[src/rtl/shift_div_if.sv]
// Start/busy handshake bundle for the shift-subtract divider: operands and start in,
// quotient/remainder with busy/done/div_zero status out.
interface shift_div_if #(
  parameter int DIVIDEND_WIDTH = 16,
  parameter int DIVISOR_WIDTH  = 8
);
  logic [DIVIDEND_WIDTH-1:0] dividend;
  logic [DIVISOR_WIDTH-1:0]  divisor;
  logic                      start;
  logic [DIVIDEND_WIDTH-1:0] quotient;
  logic [DIVISOR_WIDTH-1:0]  remainder;
  logic                      busy;
  logic                      done;
  logic                      div_zero;

  modport master (
    output dividend, divisor, start,
    input  quotient, remainder, busy, done, div_zero
  );

  modport slave (
    input  dividend, divisor, start,
    output quotient, remainder, busy, done, div_zero
  );
endinterface

[src/rtl/shift_div.sv]
// Sequential restoring unsigned divider producing one quotient bit per clock,
// with a one-cycle shortcut for divide-by-zero.
module shift_div #(
  parameter int DIVIDEND_WIDTH = 16,
  parameter int DIVISOR_WIDTH  = 8
) (
  input  logic      clk,
  input  logic      rst_n,
  shift_div_if.slave bus
);
  localparam int W  = DIVIDEND_WIDTH;
  localparam int D  = DIVISOR_WIDTH;
  localparam int CW = $clog2(W + 1);

  localparam logic [1:0] IDLE = 2'd0;
  localparam logic [1:0] RUN  = 2'd1;
  localparam logic [1:0] ZERO = 2'd2;

  logic [1:0]    state;
  logic [W-1:0]  dvd_reg;
  logic [D-1:0]  dvs_reg;
  logic [D-1:0]  pr;
  logic [CW-1:0] cnt;

  logic [D:0]    pr_shift;
  logic [D-1:0]  pr_next;
  logic          q_bit;

  // The stored partial remainder is always below the divisor, so only the trial
  // value after shifting needs the extra (D+1-th) bit for the compare.
  always_comb begin
    pr_shift = {pr, dvd_reg[W-1]};
    q_bit    = (pr_shift >= {1'b0, dvs_reg});
    pr_next  = pr_shift[D-1:0];
    if (q_bit) begin
      pr_next = D'(pr_shift - {1'b0, dvs_reg});
    end
  end

  assign bus.busy = (state != IDLE);

  // Quotient bits shift into the vacated low end of the dividend register.
  always_ff @(posedge clk) begin
    if (!rst_n) begin
      state         <= IDLE;
      dvd_reg       <= '0;
      dvs_reg       <= '0;
      pr            <= '0;
      cnt           <= '0;
      bus.quotient  <= '0;
      bus.remainder <= '0;
      bus.done      <= 1'b0;
      bus.div_zero  <= 1'b0;
    end else begin
      bus.done <= 1'b0;
      case (state)
        IDLE: begin
          if (bus.start) begin
            dvd_reg <= bus.dividend;
            dvs_reg <= bus.divisor;
            pr      <= '0;
            cnt     <= CW'(W);
            state   <= (bus.divisor == '0) ? ZERO : RUN;
          end
        end
        RUN: begin
          pr      <= pr_next;
          dvd_reg <= {dvd_reg[W-2:0], q_bit};
          cnt     <= cnt - 1'b1;
          if (cnt == CW'(1)) begin
            bus.quotient  <= {dvd_reg[W-2:0], q_bit};
            bus.remainder <= pr_next;
            bus.div_zero  <= 1'b0;
            bus.done      <= 1'b1;
            state         <= IDLE;
          end
        end
        ZERO: begin
          bus.quotient  <= '1;
          bus.remainder <= '0;
          bus.div_zero  <= 1'b1;
          bus.done      <= 1'b1;
          state         <= IDLE;
        end
        default: state <= IDLE;
      endcase
    end
  end
endmodule

[src/flat_wrapper.sv]
// flat-port wrapper written by rule: the top's interface ports become plain ports
module shift_div_flat 
#(
  parameter int DIVIDEND_WIDTH = 16,
  parameter int DIVISOR_WIDTH  = 8
)
  (clk, rst_n, bus_dividend, bus_divisor, bus_start, bus_quotient, bus_remainder, bus_busy, bus_done, bus_div_zero);
  shift_div_if #(.DIVIDEND_WIDTH(DIVIDEND_WIDTH), .DIVISOR_WIDTH(DIVISOR_WIDTH)) bus_i ();
  input  logic clk;
  input  logic rst_n;
  input wire logic [$bits(bus_i.dividend)-1:0] bus_dividend;
  input wire logic [$bits(bus_i.divisor)-1:0] bus_divisor;
  input wire logic [$bits(bus_i.start)-1:0] bus_start;
  output wire logic [$bits(bus_i.quotient)-1:0] bus_quotient;
  output wire logic [$bits(bus_i.remainder)-1:0] bus_remainder;
  output wire logic [$bits(bus_i.busy)-1:0] bus_busy;
  output wire logic [$bits(bus_i.done)-1:0] bus_done;
  output wire logic [$bits(bus_i.div_zero)-1:0] bus_div_zero;
  assign bus_i.dividend = bus_dividend;
  assign bus_i.divisor = bus_divisor;
  assign bus_i.start = bus_start;
  assign bus_quotient = bus_i.quotient;
  assign bus_remainder = bus_i.remainder;
  assign bus_busy = bus_i.busy;
  assign bus_done = bus_i.done;
  assign bus_div_zero = bus_i.div_zero;
  shift_div #(.DIVIDEND_WIDTH(DIVIDEND_WIDTH), .DIVISOR_WIDTH(DIVISOR_WIDTH)) u_core (.clk(clk), .rst_n(rst_n), .bus(bus_i));
endmodule
[config.mk]
export PLATFORM = sky130hd
export DESIGN_NAME = shift_div_flat
export DESIGN_NICKNAME = d
export VERILOG_FILES = /design/src/rtl/shift_div_if.sv /design/src/rtl/shift_div.sv /design/src/flat_wrapper.sv
export SDC_FILE = /design/constraint.sdc
export NUM_CORES = 1
export LEC_CHECK = 0
export BUFFER_PORTS_ARGS = -buffer_cell sky130_fd_sc_hd__buf_2
export CAP_MARGIN = 20
export CORE_AREA = 5 5 78 80
export CTS_CLUSTER_SIZE = 28
export DETAILED_ROUTE_END_ITERATION = 12
export DIE_AREA = 0 0 83 85
export GPL_ROUTABILITY_DRIVEN = 0
export PLACE_DENSITY = 0.83
export SKIP_CTS_REPAIR_TIMING = 1
export SKIP_LAST_GASP = 1
export SLEW_MARGIN = 10
export SYNTH_ARGS = -nofsm -noshare
export SYNTH_HDL_FRONTEND = slang
export SYNTH_SLANG_ARGS = --single-unit
[constraint.sdc]
create_clock -name clk -period 3.1 [get_ports clk]
set_clock_uncertainty 0.15 [all_clocks]
set_input_delay 0.31 -clock clk [delete_from_list [all_inputs] [get_ports clk]]
set_output_delay 0.31 -clock clk [all_outputs]
set_load 0.005 [all_outputs]
; ---- Word level (Yosys, flattened, before mapping)
; Cells that the tools add are included.
; Widths: inputs -> output; s select.
[word_totals]
regBits = 65
output_inout_bits = 27
elab_cells = 45
[op_classes]
add_sub_neg = 2
order_cmp = 1
n_eq_ne = 5
muxes = 19
reduce_logical = 9
[ops]
columns = op, count
row1 = $pmux 16 s2, 2
row2 = $mux 16, 2
row3 = $pmux 8 s2, 2
row4 = $mux 8, 3
row5 = $pmux 5 s2, 1
row6 = $ge 9x8->1, 1
row7 = $logic_not 8->1, 1
row8 = $reduce_and 2->1, 4
row9 = $sub 8x8->8, 1
row10 = $mux 2, 3
row11 = $reduce_bool 2->1, 3
row12 = $eq 5x1->1 const B, 1
row13 = $mux 5, 1
row14 = $sub 5x1->5 const B, 1
row15 = $pmux 1 s2, 2
row16 = $pmux 2 s2, 1
row17 = $eq 2x1->1 const B, 1
row18 = $eq 2x2->1 const B, 1
row19 = $logic_not 2->1, 1
row20 = $mux 1, 2
row21 = $ne 2x1->1 const B, 1
row22 = $ne 2x2->1 const B, 1

; ---- Depth between registers and ports, before layout
[depth]
word_depth = 4
depth_mapped = 9

; ---- Worst setup path after synthesis
; No wires, ideal clock.
[synth_path]
kind = flip-flop to flip-flop
start = register u_core.dvs_reg[6]
end = register u_core.bus.remainder[2]
setup_time_ns = 0.121
t_arrival_ns = 1.653
path_slack_ns = 1.177
stages_incl_launch_ff = 10
cell_sequence = dfxtp_1 > inv_1 > ha_1 > buf_6 > a21oi_4 > o221ai_2 > a21oi_4 > buf_6 > mux2i_1 > o21ai_1
[synth_via]
elab_chain_len = 4
[synth_rtl]
columns = item, line_no
row1 = "start, declared", shift_div.sv:21  ; logic [D-1:0] dvs_reg;
row2 = "start signal, assigned", shift_div.sv:60  ; dvs_reg <= bus.divisor;
row3 = $ge 9x8->1, shift_div.sv:33  ; q_bit = (pr_shift >= {1'b0, dvs_reg});
row4 = $mux 8, shift_div.sv:35  ; if (q_bit) begin
row5 = $mux 8, shift_div.sv:70  ; if (cnt == CW'(1)) begin
row6 = $pmux 8 s2, shift_div.sv:56  ; case (state)
row7 = "end signal, assigned", shift_div.sv:72  ; bus.remainder <= pr_next;
row8 = "end, declared", shift_div_if.sv:23  ; output quotient, remainder, busy, done, div_zero
; Every way passes these cells. The select of a mux whose other input is x is not followed.
; A chain may end at the register's enable or synchronous reset.

; ---- Worst setup path after layout
[layout_path]
start = register u_core.pr[5]
end = register u_core.bus.remainder[0]
[layout_via]
elab_chain_len = 4
[layout_rtl]
columns = item, line_no
row1 = "start, declared", shift_div.sv:22  ; logic [D-1:0] pr;
row2 = "start signal, assigned", shift_div.sv:67  ; pr <= pr_next;
row3 = $ge 9x8->1, shift_div.sv:33
row4 = $mux 8, shift_div.sv:35
row5 = $mux 8, shift_div.sv:70
row6 = $pmux 8 s2, shift_div.sv:56
; Every way passes these cells. The select of a mux whose other input is x is not followed.

==> metrics.txt <==
Mapped Nets 394; ANT cells 0; Routed wire per std cell 14.6 um; fin crit period 2.27 ns; Iter 0 DRT Violations 179; hpwl dp 5000 um; startpoint class of the critical path flop; IO Pins 54; Ys Warns 0; Worst EP arrival 2.41 ns; Post-Place Cell Area 3360 um2; Psw 0.585 mW; final WL 7020 um; CTS Buf Count 9; Crit path required time 3.23 ns; Lkg Pwr 1.54 nW; Area Overhead vs Synth 17.0%; # setup viols final 0; Post-Syn Area per Cell 8.67 um2; EDFF count, synth 0; Core Area 5340 um2; CTS tree built; vias in the first global route 2596; Die Span Y 85 um; Reg power frac 43.8%; Gate power share 18.5%; hold depth 3; starting density of the core 57.3%; top cells by area, synth dfxtp_1 43%, mux2i_1 6.9%, nor2_1 5.6%, nand2_1 5.4%, ha_1 5.3%; initial antenna violation count 0; Total Routing Usage GR 20.6%; hold slack final 0.0693 ns; sinks on the clock net 65; clk buf depth 2; WL met3 338 um; Remaining DRCs 0; fmax 440 MHz; worst skew pair latency 0.34 ns; Setup CP Type flop to flop; Synth area leader dfxtp_1; HP Class input port to flop; Synth top area share 42.5%; via count 2682; # rows 27; Async S/R FF share, synth 0%; Detail Route Antenna Nets 0; PortBufs 53; root buffer cell clkbuf_8; post-synthesis sequential area ratio 42.5%; synthesized area 3060 um2; final core utilization 67.1%; reg2reg path depth 6; Die X 83 um; outcome finished, final reports clean; Final Hold Viols 0; Clk pin slew, worst setup/hold paths 0.07 ns; WL met2 3490 um; worst vdd ir 0.000342 V; Pint 1.51 mW; global-route wire length before repair 11900 um; power per cell area 585 nW/um2; pre-CTS setup slack 0.858 ns; fin. max-slew vios 0; Top Metal Used met4; Design Power 2.09 mW; largest net degree at the start of global routing 30; CTS HTree Levels 3; worst rel slew slack 53.7%; nets 446; RSZ-0062 raised after global routing false; max_cap viols 0; final setup margin 0.826 ns; Worst Tran Pin Value 0.693 ns; die area 7060 um2; crit-path max FO 14; period utilization 73.4%; Distinct cells, synth 46; vias per cell 5.58; Mapped Cells 353; final non-filler cell total 481; Sw Ratio 28.0%; Clock power frac 37.7%; share of cells above drive strength 1 20.8%; metal1 wirelength 3020 um; Setup TNS 0 ns; Cells after DPL 466; GR Overflow Total 0; Yosys reg bits 65; post-route cell area 3580 um2; drt first pass iters 5; CP Capture Type flop; Primary FF master, synth dfxtp_1
==> cell families (layout without fill, tap and decap cells) <==
family                   Yosys count  count (layout)  synth area share (%)
AND/OR/NAND/NOR                  119             119                  17.6
adder cells (fa/ha/maj)           14              14                  5.97
flip-flops                        65              65                  42.5
multiplexers                      23              23                  7.73
AO/OA/AOI/OAI                     93              93                  20.0
buffers and inverters             36              92                  5.27
XOR/XNOR                           3               3                 0.859
==> placed cells by master, fill, tap and decap left out, types with 5 or more instances in the layout <==
master	n
a211oi_1	17
a21oi_1	21
buf_2	53
buf_4	5
clkbuf_8	10
dfxtp_1	65
ha_1	13
inv_1	19
mux2i_1	21
nand2_1	44
nand3_1	5
nor2_1	46
o21ai_0	8
o21ai_1	13
o22ai_1	15
==> power groups by stage <==
| stage | Clock [mW] | Combinational [mW] | Sequential, mW |
|---|---|---|---|
| CTS | 0.795 | 0.386 | 0.916 |
| detailed placement | 0 | 0.382 | 0.934 |
| finish | 0.789 | 0.388 | 0.916 |
| floorplan | 0 | 0.307 | 0.925 |
| global route | 0.843 | 0.432 | 0.922 |
| global placement | 0 | 0.366 | 0.933 |
==> layer usage <==
metal	up-vias	global-route usage [%]
li1	1341	-
met1	1251	24.8
met2	72	34.9
met5	-	0
met4	0	9.36
met3	18	4.66
==> cell usage after synthesis, types with 3 or more instances <==
master    count
o21ai_0       8
a211oi_1     17
o21ai_1      13
nor2_1       46
a32oi_1       3
a21oi_1      21
nor2b_1       4
o31ai_1       4
mux2i_1      21
dfxtp_1      65
o22ai_1      15
nand2_1      44
ha_1         13
buf_2         6
nand3_1       5
inv_1        19
and2_1        3
clkbuf_1      8
nand2b_1      3
==> final cells by class <==
class,instances,area (um2)
flip-flops and latches,65,1300
inverters,19,71.3
clock inverters,5,80.1
fillers,454,1760
multi-input cells,252,1600
clock buffers,10,138
well taps,72,90.1
repair buffers,58,303
==> critical path, stage by stage (launching register included) <==
cell,delay [ns]
dfxtp_1,0.34
ha_1,0.44
a21oi_4,0.23
o221ai_2,0.13
a21oi_4,0.40
mux2_1,0.39
o21ai_1,0.13
==> path summary, 6_finish.rpt <==
path | start | slack (ns) | end
worst max-delay path | u_core.pr[5] | 0.83 | u_core.bus.remainder[0]
worst min-delay path | bus_divisor[3] | 0.07 | u_core.dvs_reg[3]
worst max register to register | u_core.pr[5] | 0.83 | u_core.bus.remainder[0]
worst min register to register | u_core.bus.remainder[4] | 0.30 | u_core.bus.remainder[4]
Power figures use the tool's default switching activity.
